[src/rtl/segre_pkg.sv]
// Shared constants and types for the segre memory pipeline.
package segre_pkg;

  localparam int unsigned WORD_SIZE          = 32;
  localparam int unsigned PHYSICAL_ADDR_SIZE = 20;
  localparam int unsigned PAGE_OFFSET_W      = 12;
  localparam int unsigned TLB_VPN_W          = WORD_SIZE - PAGE_OFFSET_W;
  localparam int unsigned TLB_PPN_W          = PHYSICAL_ADDR_SIZE - PAGE_OFFSET_W;

  typedef struct packed {
    logic                 valid;
    logic [TLB_VPN_W-1:0] vpn;
    logic [TLB_PPN_W-1:0] ppn;
  } tlb_entry_t;

  typedef enum logic {
    TLB_IDLE = 1'b0,
    TLB_WAIT = 1'b1
  } tlb_state_t;

endpackage

[src/rtl/segre_tlb_match.sv]
// Combinational CAM compare of a key VPN against every TLB entry.
module segre_tlb_match #(
  parameter int unsigned NUM_ENTRIES = 8,
  parameter int unsigned VPN_W       = 20,
  parameter int unsigned PPN_W       = 8
) (
  input  logic [NUM_ENTRIES-1:0]       valid_i,
  input  logic [NUM_ENTRIES*VPN_W-1:0] vpn_i,
  input  logic [NUM_ENTRIES*PPN_W-1:0] ppn_i,
  input  logic [VPN_W-1:0]             key_i,
  output logic [NUM_ENTRIES-1:0]       match_o,
  output logic                         hit_o,
  output logic [PPN_W-1:0]             ppn_o
);

  logic [NUM_ENTRIES-1:0] match;

  // Per-entry compare; PPN is an OR-select since at most one entry matches.
  always_comb begin
    match = '0;
    ppn_o = '0;
    for (int unsigned i = 0; i < NUM_ENTRIES; i++) begin
      match[i] = valid_i[i] && (vpn_i[i*VPN_W +: VPN_W] == key_i);
      if (match[i]) begin
        ppn_o = ppn_o | ppn_i[i*PPN_W +: PPN_W];
      end
    end
    match_o = match;
    hit_o   = |match;
  end

endmodule

[src/rtl/segre_tlb.sv]
// Fully associative data TLB with round-robin refill, flush and supervisor bypass.
module segre_tlb
  import segre_pkg::*;
#(
  parameter int unsigned NUM_ENTRIES   = 8,
  parameter int unsigned VADDR_W       = segre_pkg::WORD_SIZE,
  parameter int unsigned PADDR_W       = segre_pkg::PHYSICAL_ADDR_SIZE,
  parameter int unsigned PAGE_OFFSET_W = segre_pkg::PAGE_OFFSET_W
) (
  input  logic                               clock_i,
  input  logic                               rsn_i,
  input  logic                               lookup_valid_i,
  input  logic [VADDR_W-1:0]                 vaddr_i,
  input  logic                               supervisor_i,
  input  logic                               flush_i,
  output logic                               hit_o,
  output logic                               tlbmiss_o,
  output logic [PADDR_W-1:0]                 paddr_o,
  output logic                               miss_req_valid_o,
  output logic [VADDR_W-PAGE_OFFSET_W-1:0]   miss_vpn_o,
  input  logic                               refill_valid_i,
  input  logic [VADDR_W-PAGE_OFFSET_W-1:0]   refill_vpn_i,
  input  logic [PADDR_W-PAGE_OFFSET_W-1:0]   refill_ppn_i
);

  localparam int unsigned VPN_W = VADDR_W - PAGE_OFFSET_W;
  localparam int unsigned PPN_W = PADDR_W - PAGE_OFFSET_W;
  localparam int unsigned PTR_W = $clog2(NUM_ENTRIES);

  logic [NUM_ENTRIES-1:0]       valid_q;
  logic [NUM_ENTRIES*VPN_W-1:0] vpn_q;
  logic [NUM_ENTRIES*PPN_W-1:0] ppn_q;
  logic [PTR_W-1:0]             ptr_q;

  tlb_state_t       state_q, state_d;
  logic [VPN_W-1:0] miss_vpn_q, miss_vpn_d;
  logic             refill_we;

  logic [VPN_W-1:0]       lk_vpn;
  logic [NUM_ENTRIES-1:0] lk_match, rf_match;
  logic                   lk_hit, rf_hit;
  logic [PPN_W-1:0]       lk_ppn, rf_ppn;

  assign lk_vpn = vaddr_i[VADDR_W-1:PAGE_OFFSET_W];

  segre_tlb_match #(
    .NUM_ENTRIES (NUM_ENTRIES),
    .VPN_W       (VPN_W),
    .PPN_W       (PPN_W)
  ) u_lookup_match (
    .valid_i (valid_q),
    .vpn_i   (vpn_q),
    .ppn_i   (ppn_q),
    .key_i   (lk_vpn),
    .match_o (lk_match),
    .hit_o   (lk_hit),
    .ppn_o   (lk_ppn)
  );

  segre_tlb_match #(
    .NUM_ENTRIES (NUM_ENTRIES),
    .VPN_W       (VPN_W),
    .PPN_W       (PPN_W)
  ) u_refill_match (
    .valid_i (valid_q),
    .vpn_i   (vpn_q),
    .ppn_i   (ppn_q),
    .key_i   (refill_vpn_i),
    .match_o (rf_match),
    .hit_o   (rf_hit),
    .ppn_o   (rf_ppn)
  );

  // Zero-latency translation outputs; bypass gives identity mapping.
  always_comb begin
    hit_o     = 1'b0;
    tlbmiss_o = 1'b0;
    paddr_o   = '0;
    if (lookup_valid_i) begin
      if (supervisor_i) begin
        hit_o   = 1'b1;
        paddr_o = vaddr_i[PADDR_W-1:0];
      end else if (lk_hit) begin
        hit_o   = 1'b1;
        paddr_o = {lk_ppn, vaddr_i[PAGE_OFFSET_W-1:0]};
      end else begin
        tlbmiss_o = (lk_match == '0);
      end
    end
  end

  // Miss/refill handshake: one outstanding request; flush overrides everything.
  always_comb begin
    state_d    = state_q;
    miss_vpn_d = miss_vpn_q;
    refill_we  = 1'b0;
    case (state_q)
      TLB_IDLE: begin
        if (tlbmiss_o) begin
          state_d    = TLB_WAIT;
          miss_vpn_d = lk_vpn;
        end
      end
      TLB_WAIT: begin
        if (refill_valid_i) begin
          refill_we = 1'b1;
          state_d   = TLB_IDLE;
        end
      end
      default: state_d = TLB_IDLE;
    endcase
    if (flush_i) begin
      state_d    = TLB_IDLE;
      miss_vpn_d = miss_vpn_q;
      refill_we  = 1'b0;
    end
  end

  // FSM state and requested VPN.
  always_ff @(posedge clock_i or negedge rsn_i) begin
    if (!rsn_i) begin
      state_q    <= TLB_IDLE;
      miss_vpn_q <= '0;
    end else begin
      state_q    <= state_d;
      miss_vpn_q <= miss_vpn_d;
    end
  end

  assign miss_req_valid_o = (state_q == TLB_WAIT);
  assign miss_vpn_o       = miss_vpn_q;

  // Entry storage: duplicate VPN updates in place, otherwise fill the victim slot.
  always_ff @(posedge clock_i or negedge rsn_i) begin
    if (!rsn_i) begin
      valid_q <= '0;
      vpn_q   <= '0;
      ppn_q   <= '0;
      ptr_q   <= '0;
    end else if (flush_i) begin
      valid_q <= '0;
      ptr_q   <= '0;
    end else if (refill_we) begin
      if (rf_hit) begin
        if (rf_ppn != refill_ppn_i) begin
          for (int unsigned i = 0; i < NUM_ENTRIES; i++) begin
            if (rf_match[i]) begin
              ppn_q[i*PPN_W +: PPN_W] <= refill_ppn_i;
            end
          end
        end
      end else begin
        for (int unsigned i = 0; i < NUM_ENTRIES; i++) begin
          if (ptr_q == PTR_W'(i)) begin
            valid_q[i]              <= 1'b1;
            vpn_q[i*VPN_W +: VPN_W] <= refill_vpn_i;
            ppn_q[i*PPN_W +: PPN_W] <= refill_ppn_i;
          end
        end
        ptr_q <= ptr_q + PTR_W'(1);
      end
    end
  end

endmodule

[config.mk]
export PLATFORM = sky130hd
export DESIGN_NAME = segre_tlb
export DESIGN_NICKNAME = d
export VERILOG_FILES = /design/src/rtl/segre_pkg.sv /design/src/rtl/segre_tlb_match.sv /design/src/rtl/segre_tlb.sv
export SDC_FILE = /design/constraint.sdc
export NUM_CORES = 1
export LEC_CHECK = 0
export CAP_MARGIN = 0
export CORE_MARGIN = 3
export CORE_UTILIZATION = 55
export CTS_BUF_LIST = sky130_fd_sc_hd__clkbuf_16
export CTS_CLUSTER_DIAMETER = 120
export DETAILED_ROUTE_END_ITERATION = 7
export PLACE_DENSITY = 0.78
export SKIP_LAST_GASP = 1
export SLEW_MARGIN = 20
export SYNTH_ARGS = -nofsm -noshare
export SYNTH_HDL_FRONTEND = slang
export SYNTH_SLANG_ARGS = --single-unit
[constraint.sdc]
create_clock -name clock_i -period 3.5 [get_ports clock_i]
set_clock_uncertainty 0.05 [all_clocks]
set_input_delay 0.35 -clock clock_i [delete_from_list [all_inputs] [get_ports clock_i]]
set_output_delay 0.35 -clock clock_i [all_outputs]
set_load 0.01 [all_outputs]
==> results by group, run 1 <==
Run status
  • Status: finished, violations left
  • Violated checks: negative setup slack

Global route
  • Vias in the first global route: around 15,000
  • Congestion Overflow GR: 0
  • First-pass GRT wire length: between 90,000 and 100,000 um
  • Largest net degree at the start of global routing: 80
  • Initial antenna violation count: 0
  • Total GRT Usage: 42.0%

Setup path
  • Worst path slowest cell: clkdlybuf4s50_1
  • Crit path required time: ~3.1 ns
  • CP cell instances: clkdlybuf4s50_1 -> buf_12 -> xor2_1 -> nor4_2 -> nand4_1 -> nor4_4 -> buf_4 -> or4_4 -> buf_6 -> nor3_4 -> nor2b_2 -> buf_6 -> clkbuf_16 -> and2_4 -> buf_6
  • Crit. End Element: primary output
  • CP Launch Type: primary input
  • Setup CP Type: primary input to primary output
  • CP peak stage delay: 0.52 ns
  • Cell mode on critical path: buf_6
  • Crit-path max FO: 7
  • WP data arrival: roughly 3.3 ns

Power
  • Pwr per Cell Area: 365 nW/um^2
  • Pwr Total: 8.44 mW
  • Worst IR Drop VDD: between 0.4 and 0.5 mV
  • P_leak: roughly 10 nW

Routing
  • Routed WL per cell: 31.1 um
  • Vias: 16,200
  • Via density: 6.93
  • Number of routed nets with antenna violations: 0
  • DR DRC count: 0
  • Drt pass-1 iters: 6
  • DRT iter0 DRCs: 2,589
  • Routed WL: 72,500 um

STA
  • Final worst-path cycle share: 106%
  • Peak Freq: 269 MHz
  • Max Slew Vio Count: 0
  • Worst-Margin Slew: between 1 and 1.5 ns
  • Slack of the critical path: -0.214 ns
  • Setup TNS: -5.93 ns
  • Fin. Hold Viols: 0
  • RSZ-0062 raised after global routing: true
  • Setup violators final: 73
  • Headroom to the max-slew limit: 32.5%
  • Fin crit period: 3.71 ns
  • Fin Hold WS: 0.267 ns

Place
  • Placed insts: 2,231
  • DP Area: 20,500 um^2
  • DP HPWL: 49,700 um
  • GPL Wtd Cong: 1.07
  • Buffers added on ports: 108

Synthesis
  • Distinct cells, synth: 59
  • Post-synthesis cell area: 16,500 um^2
  • FF+latch count, synth: 256
  • Yosys warnings: 0
  • Commonest register cell after synthesis: dfrtp_1
  • Post-synth EDFFs: 0
  • FFs w/ async S/R, synth: 100%
  • Mean Syn Cell Area: 10.6 um^2
  • Cell count after synthesis: 1,559
  • Syn Nets: 1,631
  • Fraction of the yosys area taken by sequential cells: between 30% and 40%

CTS
  • CTS tree: done
  • Total CTS buffers: 29
  • CTS Sinks: 256
  • CTS max path bufs: 3
  • Clock root cell: clkbuf_16
  • H-tree levels: 1
  • Clock-pin slew on the worst setup and hold paths: 0.06 ns
  • Worst-Skew Late Latency: about 0.58 ns

Final layout
  • Fin area: 23,100 um^2
  • # fillers: 1,685
  • Nets@finish: 1,998
  • Area delta synth->final: 40.1%
  • Share of post-route cells with drive strength above 1: 39.8%
  • Final cell count without fillers: 2,331

Floorplan
  • Num rows: between 60 and 70
  • Top Ports: 109
  • Starting Density: 56.6%
  • Width of the die: roughly 180 um
  • Area of the core: 29,200 um^2
  • Die height: 179 um
  • Die area: 32,100 um^2

Hold path
  • Hold Crit Class: primary input to asynchronous set/reset pin

Flow run
  • Max-cap viol count: 0
-- placed cells by master, fill, tap and decap left out, drive strengths merged, types with 5 or more instances in the layout --
master and n:
a21oi 12, a221oi 50, a22o 10, a22oi 11
a31oi 9, a32oi 8, and2 26, and3 34
buf 371, clkbuf 41, clkdlybuf4s50 76, clkinv 8
dfrtp 256, dlygate4sd2 5, ha 6, inv 24
mux2 203, nand2 47, nand3 16, nand4 105
nand4b 19, nor2 32, nor2b 9, nor3 27
nor4 72, nor4b 11, o21ai 7, o22ai 19
o311ai 40, o32ai 8, or4 8, xnor2 120
xor2 208
-- logic make-up after synthesis --
family                     Yosys count  synth area share, %
buffers and inverters              151                 4.19
xor gates and xnor gates           328                 17.4
and+or+nand+nor                    426                 15.8
DFF                                256                 38.8
muxes                              204                 13.9
adders and majority gates            6                0.455
AOI/OAI and AO/OA                  188                 9.34
-- flip-flops by register name, indices dropped and copies added, names as in the netlist --
| signal | cells |
|---|---|
| vpn_q | 160 |
| ppn_q | 64 |
| miss_vpn_o | 20 |
| valid_q | 8 |
| ptr_q | 3 |
| miss_req_valid_o | 1 |
-- synthesized netlist by cell type, types with 3 or more instances --
master / count / area share (%)
a311oi_4: 3 / 0.48
buf_4: 14 / 0.64
o22ai_1: 19 / 0.72
clkbuf_1: 63 / 1.4
mux2_2: 203 / 14
dfrtp_1: 256 / 39
nand2_1: 47 / 1.1
nand4b_1: 19 / 1.0
or4b_1: 3 / 0.18
a22o_1: 10 / 0.53
o21ai_0: 7 / 0.21
nor2_1: 32 / 0.73
o311ai_1: 40 / 2.1
nor2b_1: 9 / 0.34
and2_1: 24 / 0.91
a21o_1: 3 / 0.14
or4_1: 8 / 0.36
and4_1: 3 / 0.16
and3_1: 34 / 1.3
a32oi_1: 8 / 0.42
buf_1: 8 / 0.18
or2_2: 4 / 0.15
inv_1: 18 / 0.41
a31oi_1: 9 / 0.34
xnor2_1: 120 / 6.4
nand3_1: 16 / 0.49
a22oi_1: 11 / 0.50
a21oi_1: 12 / 0.36
o32ai_1: 8 / 0.42
xor2_1: 208 / 11
nand4_2: 3 / 0.23
buf_2: 45 / 1.4
nor4_1: 68 / 2.6
nor4b_1: 9 / 0.48
a221oi_1: 50 / 2.7
ha_1: 6 / 0.46
nand4_1: 102 / 3.9
nor3_1: 27 / 0.82
-- path summary, 6_finish.rpt --
path,start,endpoint,slack [ns],cells past startpoint
hold / removal,rsn_i,miss_vpn_o[4],0.27,2
min in group clock_i,vaddr_i[16],miss_vpn_o[4],0.34,4
max in group asynchronous,rsn_i,vpn_q[144],2.12,3
setup / recovery,vaddr_i[28],paddr_o[1],-0.21,15
setup reg to reg,vpn_q[96],ppn_q[40],-0.15,13
hold reg to reg,miss_vpn_o[8],miss_vpn_o[8],0.46,1
-- through the flow --
| stage | utilization [%] | worst slack [ns] |
|---|---|---|
| final | 79.2 | -0.214 |
| after global routing | 79.2 | -0.226 |
| after CTS | 75.8 | -0.160 |
| after detailed placement | 70.3 | -0.883 |
| after global placement | 70.3 | -0.859 |
| after floorplan | - | 0.0143 |
-- critical path: cells and delay by family --
| kind | cells | cell delay (ns) |
|---|---|---|
| xor+xnor | 1 | 0.26 |
| buf+inv | 7 | 1.38 |
| simple gates | 7 | 1.31 |
-- timing repair --
item	4_1_cts	5_1_grt
setup buffers	26	10
pin swaps	49	56
hold buffers	1	0
endpoints found under the setup margin	113	182
gates cloned	2	13
gates resized for setup	172	131
hold endpoints to repair	62	0
-- layout make-up --
type | count | area (um^2) | share of cell area (%)
clock buffers | 29 | 726 | 3.14
flip-flops and latches | 256 | 6410 | 27.7
multi-input cells | 1152 | 10300 | 44.7
repair buffers | 469 | 4860 | 21.0
clock inverters | 22 | 240 | 1.04
diodes | 1 | 2.50 | 0.0108
well taps | 384 | 480 | 2.08
inverters | 18 | 67.6 | 0.292
-- routing by layer --
metal	part of all wire (%)	GRT usage, %	up-vias
li1	-	-	6568
met1	37	55.3	7933
met2	43	63.8	1332
met3	13	12.2	332
met4	6.7	20.1	0
met5	0	0	-
-- report_power, final --
part	internal, mW	total [mW]	switching [mW]
clock	1.81	3.17	1.35
sequential	3.16	3.43	0.272
combinational	0.905	1.84	0.934
total	5.88	8.44	2.56
(Power assumes the default switching activity.)
==> run 2: changes to the inputs <==
- SKIP_CTS_REPAIR_TIMING: default -> 1
==> results by group, run 2 (synthesis results as in run 1) <==
Setup path
  • Reg2Reg Setup Slack: -0.20 ns (-0.05 ns)
  • Worst Setup SP: vpn_q[67]
  • Worst setup path endpoint: ppn_q[25]
  • R2R depth: 13 (unchanged)
  • Setup CP Type: register to register
  • Crit path required time: 3.87 ns (+0.77 ns)
  • WP data arrival: 4.07 ns (+0.76 ns)
  • Crit. End Element: register
  • Reg2Reg Capture Point: ppn_q[25]
  • RR Startpoint: vpn_q[67]
  • CP Launch Type: register
  • Crit-path max FO: 10 (+3)

Global route
  • First-pass GRT wire length: 96,000 um (-3.6%)
  • Total GRT Usage: 40.5% (-1.6 points)
  • Initial antenna violation count: 0 (unchanged)
  • Largest net degree at the start of global routing: 80 (unchanged)
  • Congestion Overflow GR: 0 (unchanged)
  • Vias in the first global route: 14,900 (-3.4%)

Final layout
  • Share of post-route cells with drive strength above 1: 37.9% (-1.9 points)
  • Multi-input logic area: 10,100 um^2 (-2.3%)
  • Nets@finish: 1,978 (-1.0%)
  • Commonest non-fill, non-tap cell in the layout: buf_4
  • Top reg by flops: vpn_q
  • Sequential Area: 6410 um^2 (unchanged)
  • Commonest non-fill, non-tap cells in the layout: buf_4, dfrtp_1, mux2_2
  • Largest register FFs: 160 (unchanged)
  • Final Core Density: 76.8% (-2.4 points)
  • Fin area: 22,400 um^2 (-3.1%)
  • Area delta synth->final: 35.8%
  • # fillers: 1,846 (+9.6%)

STA
  • Final worst-path cycle share: 106% (-0.52 points)
  • Worst-Margin Slew: 0.988 ns (-0.0206 ns)
  • Headroom to the max-slew limit: 33.9% (+1.4 points)
  • Slack of the critical path: -0.196 ns (+0.0182 ns)
  • Max Slew Vio Count: 0 (unchanged)
  • Fin crit period: 3.70 ns (-0.0182 ns)
  • RSZ-0062 raised after global routing: true
  • Peak Freq: 271 MHz (+0.49%)
  • Fin. Hold Viols: 0 (unchanged)
  • Setup violators final: 94 (+29%)

CTS
  • Worst-Skew Late Latency: 0.58 ns (about the same)
  • Clock root cell: clkbuf_16
  • Clock-pin slew on the worst setup and hold paths: 0.06 ns (about the same)
  • CTS Sinks: 256 (unchanged)
  • CTS max path bufs: 3 (unchanged)
  • Total CTS buffers: 29 (unchanged)
  • H-tree levels: 1 (unchanged)
  • CTS tree: done

Power
  • Internal Dissipation: 5.85 mW (-0.61%)
  • P_leak: 9.83 nW (-2.9%)
  • NetSw: 2.49 mW (-2.5%)
  • Logic pwr share: 21.1% (-0.7 points)
  • Sw frac: 29.9% (-0.41 points)
  • Pwr Total: 8.34 mW (-1.2%)
  • Clock power frac: 37.9% (+0.4 points)
  • Seq pwr share: 41.1% (+0.4 points)
  • Pwr per Cell Area: 372 nW/um^2 (+2.0%)
  • Worst IR Drop VDD: 0.489 mV (+4.0%)

Routing
  • Vias: 15,700 (-3.0%)
  • Number of routed nets with antenna violations: 0 (unchanged)
  • Met3 wire len: 8030 um (-16%)
  • Routed wl met2: 30,400 um (-3.6%)
  • Routed WL: 68,900 um (-5.0%)
  • DRT iter0 DRCs: 2,233 (-14%)
  • Routed WL per cell: 29.8 um (-4.2%)
  • Drt pass-1 iters: 6 (unchanged)
  • Via density: 6.78 (-2.2%)
  • DR DRC count: 0 (unchanged)
  • Max layer used: met4
  • Wire length on met1: 26,600 um (about the same)

Floorplan
  • Starting Density: 56.6% (unchanged)
  • Area of the core: 29,200 um^2 (unchanged)
  • Top Ports: 109 (unchanged)
  • Width of the die: 179 um (unchanged)
  • Die height: 179 um (unchanged)
  • Die area: 32,100 um^2 (unchanged)
  • Num rows: 62 (unchanged)

Place
  • DP Area: 20,500 um^2 (unchanged)
  • Place WS: -0.883 ns (unchanged)
  • Buffers added on ports: 108 (unchanged)
  • GPL Wtd Cong: 1.07 (unchanged)
  • DP HPWL: 49,700 um (unchanged)

Flow run
  • Max-cap viol count: 0 (unchanged)

Run status
  • Violated checks: negative setup slack
  • Status: finished, violations left

Hold path
  • Hold Crit Class: primary input to asynchronous set/reset pin
run 2: changes by cell type in the layout (fill, tap and decap cells not counted), sizes merged:
cell           previous run  this run
clkbuf                   41        42
buf                     371       348
clkdlybuf4s50            76        80
dlymetal6s2s              4         7
dlygate4sd2               5         0
run 2: final cells by class:
class | count | area share, %
Tap cell | 384 | 2.14
Inverter | 18 | 0.302
Timing Repair Buffer | 449 | 19.6
Clock inverter | 22 | 1.07
Multi-Input combinational cell | 1152 | 45.0
Sequential cell | 256 | 28.6
Clock buffer | 29 | 3.24
Antenna cell | 1 | 0.0112
run 2: how the worst min path moves through the flow:
stage,from,end,slack [ns],cells past startpoint
floorplan,rsn_i,miss_req_valid_o,0.004,0
detailed placement,rsn_i,miss_vpn_o[17],0.28,1
global route,rsn_i,miss_vpn_o[17],0.31,2
finish,rsn_i,miss_vpn_o[4],0.27,2
global placement,rsn_i,miss_vpn_o[17],0.28,1
CTS,rsn_i,miss_vpn_o[4],-0.32,1
run 2: through the flow:
stage / cells / hold slack [ns] / TNS (ns)
after CTS: 2282 / -0.316 / -35.50
after global placement: 2231 / 0.275 / -152.65
after floorplan: 1559 / 0.00441 / 0
after global routing: 2310 / 0.313 / -20.70
after detailed placement: 2231 / 0.276 / -161.05
final: 2311 / 0.272 / -12.34
run 2: power groups by stage:
stage | clock network [mW] | logic [mW] | registers [mW]
finish | 3.16 | 1.76 | 3.42
global route | 3.27 | 1.84 | 3.44
CTS | 3.15 | 1.67 | 3.40
detailed placement | 0 | 1.65 | 3.45
global placement | 0 | 1.63 | 3.44
floorplan | 0 | 0.768 | 3.40
run 2: layer usage:
metal	vias up	global-route usage [%]
li1	6522	-
met1	7795	55.5
met2	1102	62.1
met5	-	0
met3	261	9.38
met4	0	16.4
run 2: critical path, stage by stage, from the launching register on:
cell       delay [ns]
dfrtp_1          0.43
xor2_1           0.24
or4_1            0.50
or4_4            0.53
buf_6            0.17
o22ai_2          0.18
nor4b_2          0.07
xnor2_1          0.17
nor4_4           0.34
buf_12           0.16
buf_4            0.12
and2_4           0.24
clkbuf_16        0.23
o311ai_2         0.11
